==> src/rtl/register_bank_mp_pkg.sv <==
// register_bank_mp_pkg: shared dump FSM states and default geometry for the register bank
package register_bank_mp_pkg;

    typedef enum logic [1:0] {
        IDLE   = 2'd0,
        STREAM = 2'd1,
        DONE   = 2'd2
    } dump_state_e;

    localparam int NB_DATA_DEF = 32;
    localparam int NB_REG_DEF  = 5;

endpackage

==> src/rtl/register_bank_mp_dump_seq.sv <==
// register_bank_mp_dump_seq: streams every bank entry over valid/ready, one beat per handshake
module register_bank_mp_dump_seq
    import register_bank_mp_pkg::*;
#(
    parameter int NB_DATA = NB_DATA_DEF,
    parameter int NB_REG  = NB_REG_DEF
) (
    input  logic               i_clk,
    input  logic               i_reset,
    input  logic               i_dump_start,
    input  logic               i_dump_ready,
    input  logic [NB_DATA-1:0] i_rd_data,
    output logic [NB_REG-1:0]  o_rd_addr,
    output logic               o_dump_valid,
    output logic [NB_REG-1:0]  o_dump_index,
    output logic [NB_DATA-1:0] o_dump_data,
    output logic               o_dump_busy,
    output logic               o_dump_done
);

    dump_state_e        state_q;
    logic               valid_q;
    logic               busy_q;
    logic               done_q;
    logic [NB_REG-1:0]  index_q;
    logic [NB_DATA-1:0] data_q;
    logic               last;
    logic               hs;

    // Last beat is the all-ones index, so the counter never has to wrap
    assign last = &index_q;
    assign hs   = valid_q & i_dump_ready;

    // The bank is asked for the entry that the next load will capture
    assign o_rd_addr = (state_q == IDLE) ? '0 : index_q + 1'b1;

    // Dump FSM: index and data only move on a handshake, so a stalled beat stays frozen
    always_ff @(posedge i_clk) begin
        if (i_reset) begin
            state_q <= IDLE;
            valid_q <= 1'b0;
            busy_q  <= 1'b0;
            done_q  <= 1'b0;
            index_q <= '0;
            data_q  <= '0;
        end else begin
            case (state_q)
                IDLE: if (i_dump_start) begin
                    state_q <= STREAM;
                    valid_q <= 1'b1;
                    busy_q  <= 1'b1;
                    index_q <= '0;
                    data_q  <= i_rd_data;
                end
                STREAM: if (hs) begin
                    if (last) begin
                        state_q <= DONE;
                        valid_q <= 1'b0;
                        done_q  <= 1'b1;
                    end else begin
                        index_q <= index_q + 1'b1;
                        data_q  <= i_rd_data;
                    end
                end
                DONE: begin
                    state_q <= IDLE;
                    busy_q  <= 1'b0;
                    done_q  <= 1'b0;
                end
                default: state_q <= IDLE;
            endcase
        end
    end

    assign o_dump_valid = valid_q;
    assign o_dump_index = index_q;
    assign o_dump_data  = data_q;
    assign o_dump_busy  = busy_q;
    assign o_dump_done  = done_q;

endmodule

==> src/rtl/register_bank_mp.sv <==
// register_bank_mp: multi-read-port register file with write bypass, optional zero r0 and a dump engine
module register_bank_mp
    import register_bank_mp_pkg::*;
#(
    parameter int NB_DATA  = NB_DATA_DEF,
    parameter int NB_REG   = NB_REG_DEF,
    parameter int N_READ   = 2,
    parameter int ZERO_REG = 1,
    parameter int BYPASS   = 1
) (
    input  logic                      i_clk,
    input  logic                      i_reset,
    input  logic [N_READ*NB_REG-1:0]  i_read_addr,
    output logic [N_READ*NB_DATA-1:0] o_read_data,
    input  logic                      i_write_enable,
    input  logic [NB_REG-1:0]         i_write_reg,
    input  logic [NB_DATA-1:0]        i_write_data,
    input  logic                      i_dump_start,
    input  logic                      i_dump_ready,
    output logic                      o_dump_valid,
    output logic [NB_REG-1:0]         o_dump_index,
    output logic [NB_DATA-1:0]        o_dump_data,
    output logic                      o_dump_busy,
    output logic                      o_dump_done
);

    localparam int DEPTH  = 2 ** NB_REG;
    localparam int N_PORT = N_READ + 1;

    logic [NB_DATA-1:0] regs_q [DEPTH];
    logic [NB_REG-1:0]  rd_addr [N_PORT];
    logic [NB_DATA-1:0] rd_data [N_PORT];
    logic [NB_REG-1:0]  dump_addr;
    logic               write_en_d;

    // Writes to r0 are discarded when it is the hardwired zero register
    assign write_en_d = i_write_enable && !(ZERO_REG != 0 && i_write_reg == '0);

    // Storage: reset clears the whole bank and wins over a pending write
    always_ff @(posedge i_clk) begin
        if (i_reset) begin
            for (int i = 0; i < DEPTH; i++) regs_q[i] <= '0;
        end else if (write_en_d) begin
            regs_q[i_write_reg] <= i_write_data;
        end
    end

    // The dump engine gets an extra read port so it never steals an external one
    genvar k;
    generate
        for (k = 0; k < N_PORT; k++) begin : g_rd
            if (k < N_READ) begin : g_ext
                assign rd_addr[k] = i_read_addr[k*NB_REG +: NB_REG];
                assign o_read_data[k*NB_DATA +: NB_DATA] = rd_data[k];
            end else begin : g_dump
                assign rd_addr[k] = dump_addr;
            end
            assign rd_data[k] = (ZERO_REG != 0 && rd_addr[k] == '0) ? '0 :
                                (BYPASS != 0 && i_write_enable && rd_addr[k] == i_write_reg) ? i_write_data :
                                regs_q[rd_addr[k]];
        end
    endgenerate

    register_bank_mp_dump_seq #(
        .NB_DATA (NB_DATA),
        .NB_REG  (NB_REG)
    ) u_dump (
        .i_clk        (i_clk),
        .i_reset      (i_reset),
        .i_dump_start (i_dump_start),
        .i_dump_ready (i_dump_ready),
        .i_rd_data    (rd_data[N_READ]),
        .o_rd_addr    (dump_addr),
        .o_dump_valid (o_dump_valid),
        .o_dump_index (o_dump_index),
        .o_dump_data  (o_dump_data),
        .o_dump_busy  (o_dump_busy),
        .o_dump_done  (o_dump_done)
    );

endmodule

==> config.mk <==
export PLATFORM = sky130hd
export DESIGN_NAME = register_bank_mp
export DESIGN_NICKNAME = d
export VERILOG_FILES = /design/src/rtl/register_bank_mp_pkg.sv /design/src/rtl/register_bank_mp_dump_seq.sv /design/src/rtl/register_bank_mp.sv
export SDC_FILE = /design/constraint.sdc
export NUM_CORES = 2
export LEC_CHECK = 0
export BUFFER_PORTS_ARGS = -buffer_cell sky130_fd_sc_hd__clkbuf_2
export CAP_MARGIN = 20
export CORE_ASPECT_RATIO = 1.5
export CORE_MARGIN = 2
export CORE_UTILIZATION = 38
export CTS_CLUSTER_DIAMETER = 120
export CTS_CLUSTER_SIZE = 40
export DETAILED_ROUTE_END_ITERATION = 8
export GPL_TIMING_DRIVEN = 0
export MAX_ROUTING_LAYER = met4
export PLACE_DENSITY_LB_ADDON = 0.12
export SLEW_MARGIN = 20
export SYNTH_ARGS = -nofsm -noshare
export SYNTH_HDL_FRONTEND = slang
export SYNTH_SLANG_ARGS = --single-unit
==> constraint.sdc <==
create_clock -name i_clk -period 4.1 [get_ports i_clk]
set_input_delay 0.615 -clock i_clk [delete_from_list [all_inputs] [get_ports i_clk]]
set_output_delay 0.615 -clock i_clk [all_outputs]
set_load 0.005 [all_outputs]
==> reports/qor.txt <==
RSZ-0062 raised after global routing: true
Final ANT Viol Nets: 0
Critical Path Source: u_dump.state_q[0]
Clock Sinks: 1066
simple-gate share of the synthesized area: 0.140
top-area cell type share of the netlist area: 0.456
# rows: 189
xor/xnor share of the synthesized area: 0.00245
port bufs: 143
Final Setup Violations: 59
sequential area share after synthesis: 0.469
Synth Area in Adders: 0.000371
Avg Inst Size Synth: 13.0 sq um
post-route minimum period: 4.46 ns
DRT iter0 DRCs: 11600
Crit Reg-Reg Endpoint: u_dump.o_dump_data[14]
antenna violations before repair: 79
Hold Crit Class: in2reg
CP Data Required Time: 4.77 ns
Skew-Pair Late Insertion Delay: 0.77 ns
Min-Delay Endpoint: u_dump.state_q[0]
routed vias: 58100
grt ovf: 0
DR WL met2: 196000 microns
crit path capture type: flip-flop
number of synthesized flops with an enable pin: 1024
Worst EP arrival: 5.12 ns
WL final: 466000 microns
Synth Warn #: 0
largest family of logic cells by synthesized area: multiplexers
# DRC: 0
mapped cell area: 67400 sq um
Setup WS post-layout: -0.356 ns
vias in the first global route: 52500
Design Area, Final: 76300 sq um
DRT Pass-1 Iters: 9
synth cell count leaders: edfxtp_1 (1024), and2_1 (1006), mux4_2 (646), clkbuf_1 (374), nand2_1 (257)
Initial Util: 0.382
Pleak: 25.8 nW
Nets: 5543
post-synthesis cell count: 5197
CTS tree: built
max cap viols: 0
highest metal used: met4
layout cells sized above 1: 0.290
Worst slew margin: 0.122
largest net degree at the start of global routing: 42
mux cell area share after synthesis: 0.260
area added between synthesis and finish: 13.3%
Max Fanout on Critical Path: 18
Die Span Y: 520 microns
pwr dens: 335 nW/um^2
FF-to-FF path depth: 10
met1 WL: 158000 microns
Total GRT Usage: 0.521
dpl cells: 7737
critical path class: reg2reg
post-DP HPWL: 355000 microns
Final Non-Filler Cells: 7877
io pins: 156
max-slew violations: 0
#FFs+latches synth: 1066
ys flop type: edfxtp_1
WL/cell: 59.1 microns
DP Area: 73100 sq um
die width: 348 microns
CTS Buf Count: 37
Fin Clk Skew: 0.0322 ns
Max IR drop VDD: 0.000366 V
Worst R2R Start: u_dump.state_q[0]
Worst R2R Setup Slack: -0.36 ns
status: finished with violations
CP startpoint kind: flip-flop
Hold Path Cell Cnt: 3
Filler cells: 16400
Post-synth ARST share: 0
post-synthesis compound-gate area fraction: 0.0835
DIE AREA: 181000 sq um
Core ar.: 176000 sq um
routability-driven placement congestion ratio: 1.10
post-route clock period utilization: 1.09
CTS Buffer Depth: 3
max frequency: 224 MHz
worst slew pin tran: 1.32 ns
Synth area leader: edfxtp_1
top cells by area, synth: edfxtp_1 (46%), mux4_2 (22%), and2_1 (9.3%), mux2i_1 (3.6%), clkbuf_1 (2.1%)
H-Tree Depth: 2
Hold Crit Start: i_dump_start
root buffer cell: clkbuf_16
hold slack final: 0.164 ns
first-pass GRT wire length: 580000 microns
failing checks: setup timing
Clock Pin Slew Worst Setup and Hold Paths: 0.16 ns
most frequent cell after synthesis: edfxtp_1
Vias/cell: 7.37
post-synthesis cell type count: 72
met3 wire length: 66000 microns
final hold vios: 0
[worst max path at each step]
| stage | endpoint | slack, ns | cells after the start |
|---|---|---|---|
| 6_report | u_dump.o_dump_data[14] | -0.36 | 10 |
| 5_1_grt | u_dump.o_dump_data[14] | -0.02 | 10 |
| 4_1_cts | u_dump.o_dump_data[24] | -0.02 | 10 |
| 3_5_place_dp | o_read_data[35] | -2.30 | 11 |
| 3_3_place_gp | o_read_data[17] | -2.92 | 8 |
| 2_1_floorplan | o_read_data[56] | 0.82 | 7 |
[stage by stage]
stage           util  total power [W]  TNS [ns]  setup WS, ns
5_1_grt        0.432           0.0256   -0.0188       -0.0188
3_5_place_dp   0.414           0.0190   -109.46         -2.30
4_1_cts        0.430           0.0250   -0.0246       -0.0246
3_3_place_gp   0.403           0.0188   -384.83         -2.92
2_1_floorplan      -           0.0159         0         0.823
6_report       0.433           0.0256     -5.45        -0.356
[registers in the layout (all words and copies together), names as in the netlist]
register             flops
u_dump.o_dump_data      32
u_dump.state_q           2
regs_q                1024
u_dump.o_dump_done       1
u_dump.o_dump_valid      1
u_dump.o_dump_busy       1
u_dump.o_dump_index      5
[logic make-up after synthesis]
group                    Yosys count
flip-flops                      1066
XOR/XNOR                          18
buffers and inverters            657
other                              1
AND/OR/NAND/NOR                 1705
AO/OA/AOI/OAI                    809
adder cells (fa/ha/maj)            2
multiplexers                     939
[layer usage]
| layer | global-route usage | up-vias |
|---|---|---|
| li1 | - | 20600 |
| met3 | 0.219 | 1698 |
| met1 | 0.589 | 30300 |
| met4 | 0.407 | 0 |
| met2 | 0.725 | 5525 |
| met5 | - | - |
[report_power, final]
group	switching [W]	leakage, nW	total (W)	internal (W)
Combinational	0.00410	15.1	0.00637	0.00227
Sequential	0.000543	10.1	0.0131	0.0125
Clock	0.00424	0.609	0.00616	0.00192
Total	0.00889	25.8	0.0256	0.0167
[critical path: stages, from the launching register on]
cell and delay [ns]:
dfxtp_1 0.60, or2_0 0.17, buf_4 0.34, clkbuf_2 0.33, buf_12 0.25, buf_4 0.58
buf_4 0.50, a41oi_1 0.42, o21ai_1 0.52, a21oi_1 0.25, a221o_1 0.31
[repair_timing]
item	in CTS	in global routing
hold buffers	0	0
endpoints found under the setup margin	96	62
buffers inserted	7	3
resized for setup	398	86
pin swaps	9	10
[placed cells by master (no fill, tap or decap), types with 54 or more instances in the layout]
cell type,instances
nand2_1,252
a211oi_1,54
nand3_1,64
mux4_2,646
clkbuf_2,271
a2bb2oi_1,70
mux2i_1,223
diode_2,73
edfxtp_1,1024
nor2_1,198
a21oi_1,160
clkbuf_1,212
o21ai_0,107
buf_4,143
o211ai_1,55
and2_1,1006
buf_2,83
[cell type report]
cell class,count,area (sq um),area share
multi-input combinational,3505,34100,0.446
clock buffer,45,976,0.0128
clock inverter,17,287,0.00375
antenna,73,183,0.00239
timing repair buffer,227,2470,0.0323
tap,2292,2870,0.0376
inverter,7,26.3,0.000344
buffer,645,3870,0.0507
sequential,1066,31600,0.414
No activity file was read; power rests on OpenSTA's default activity.
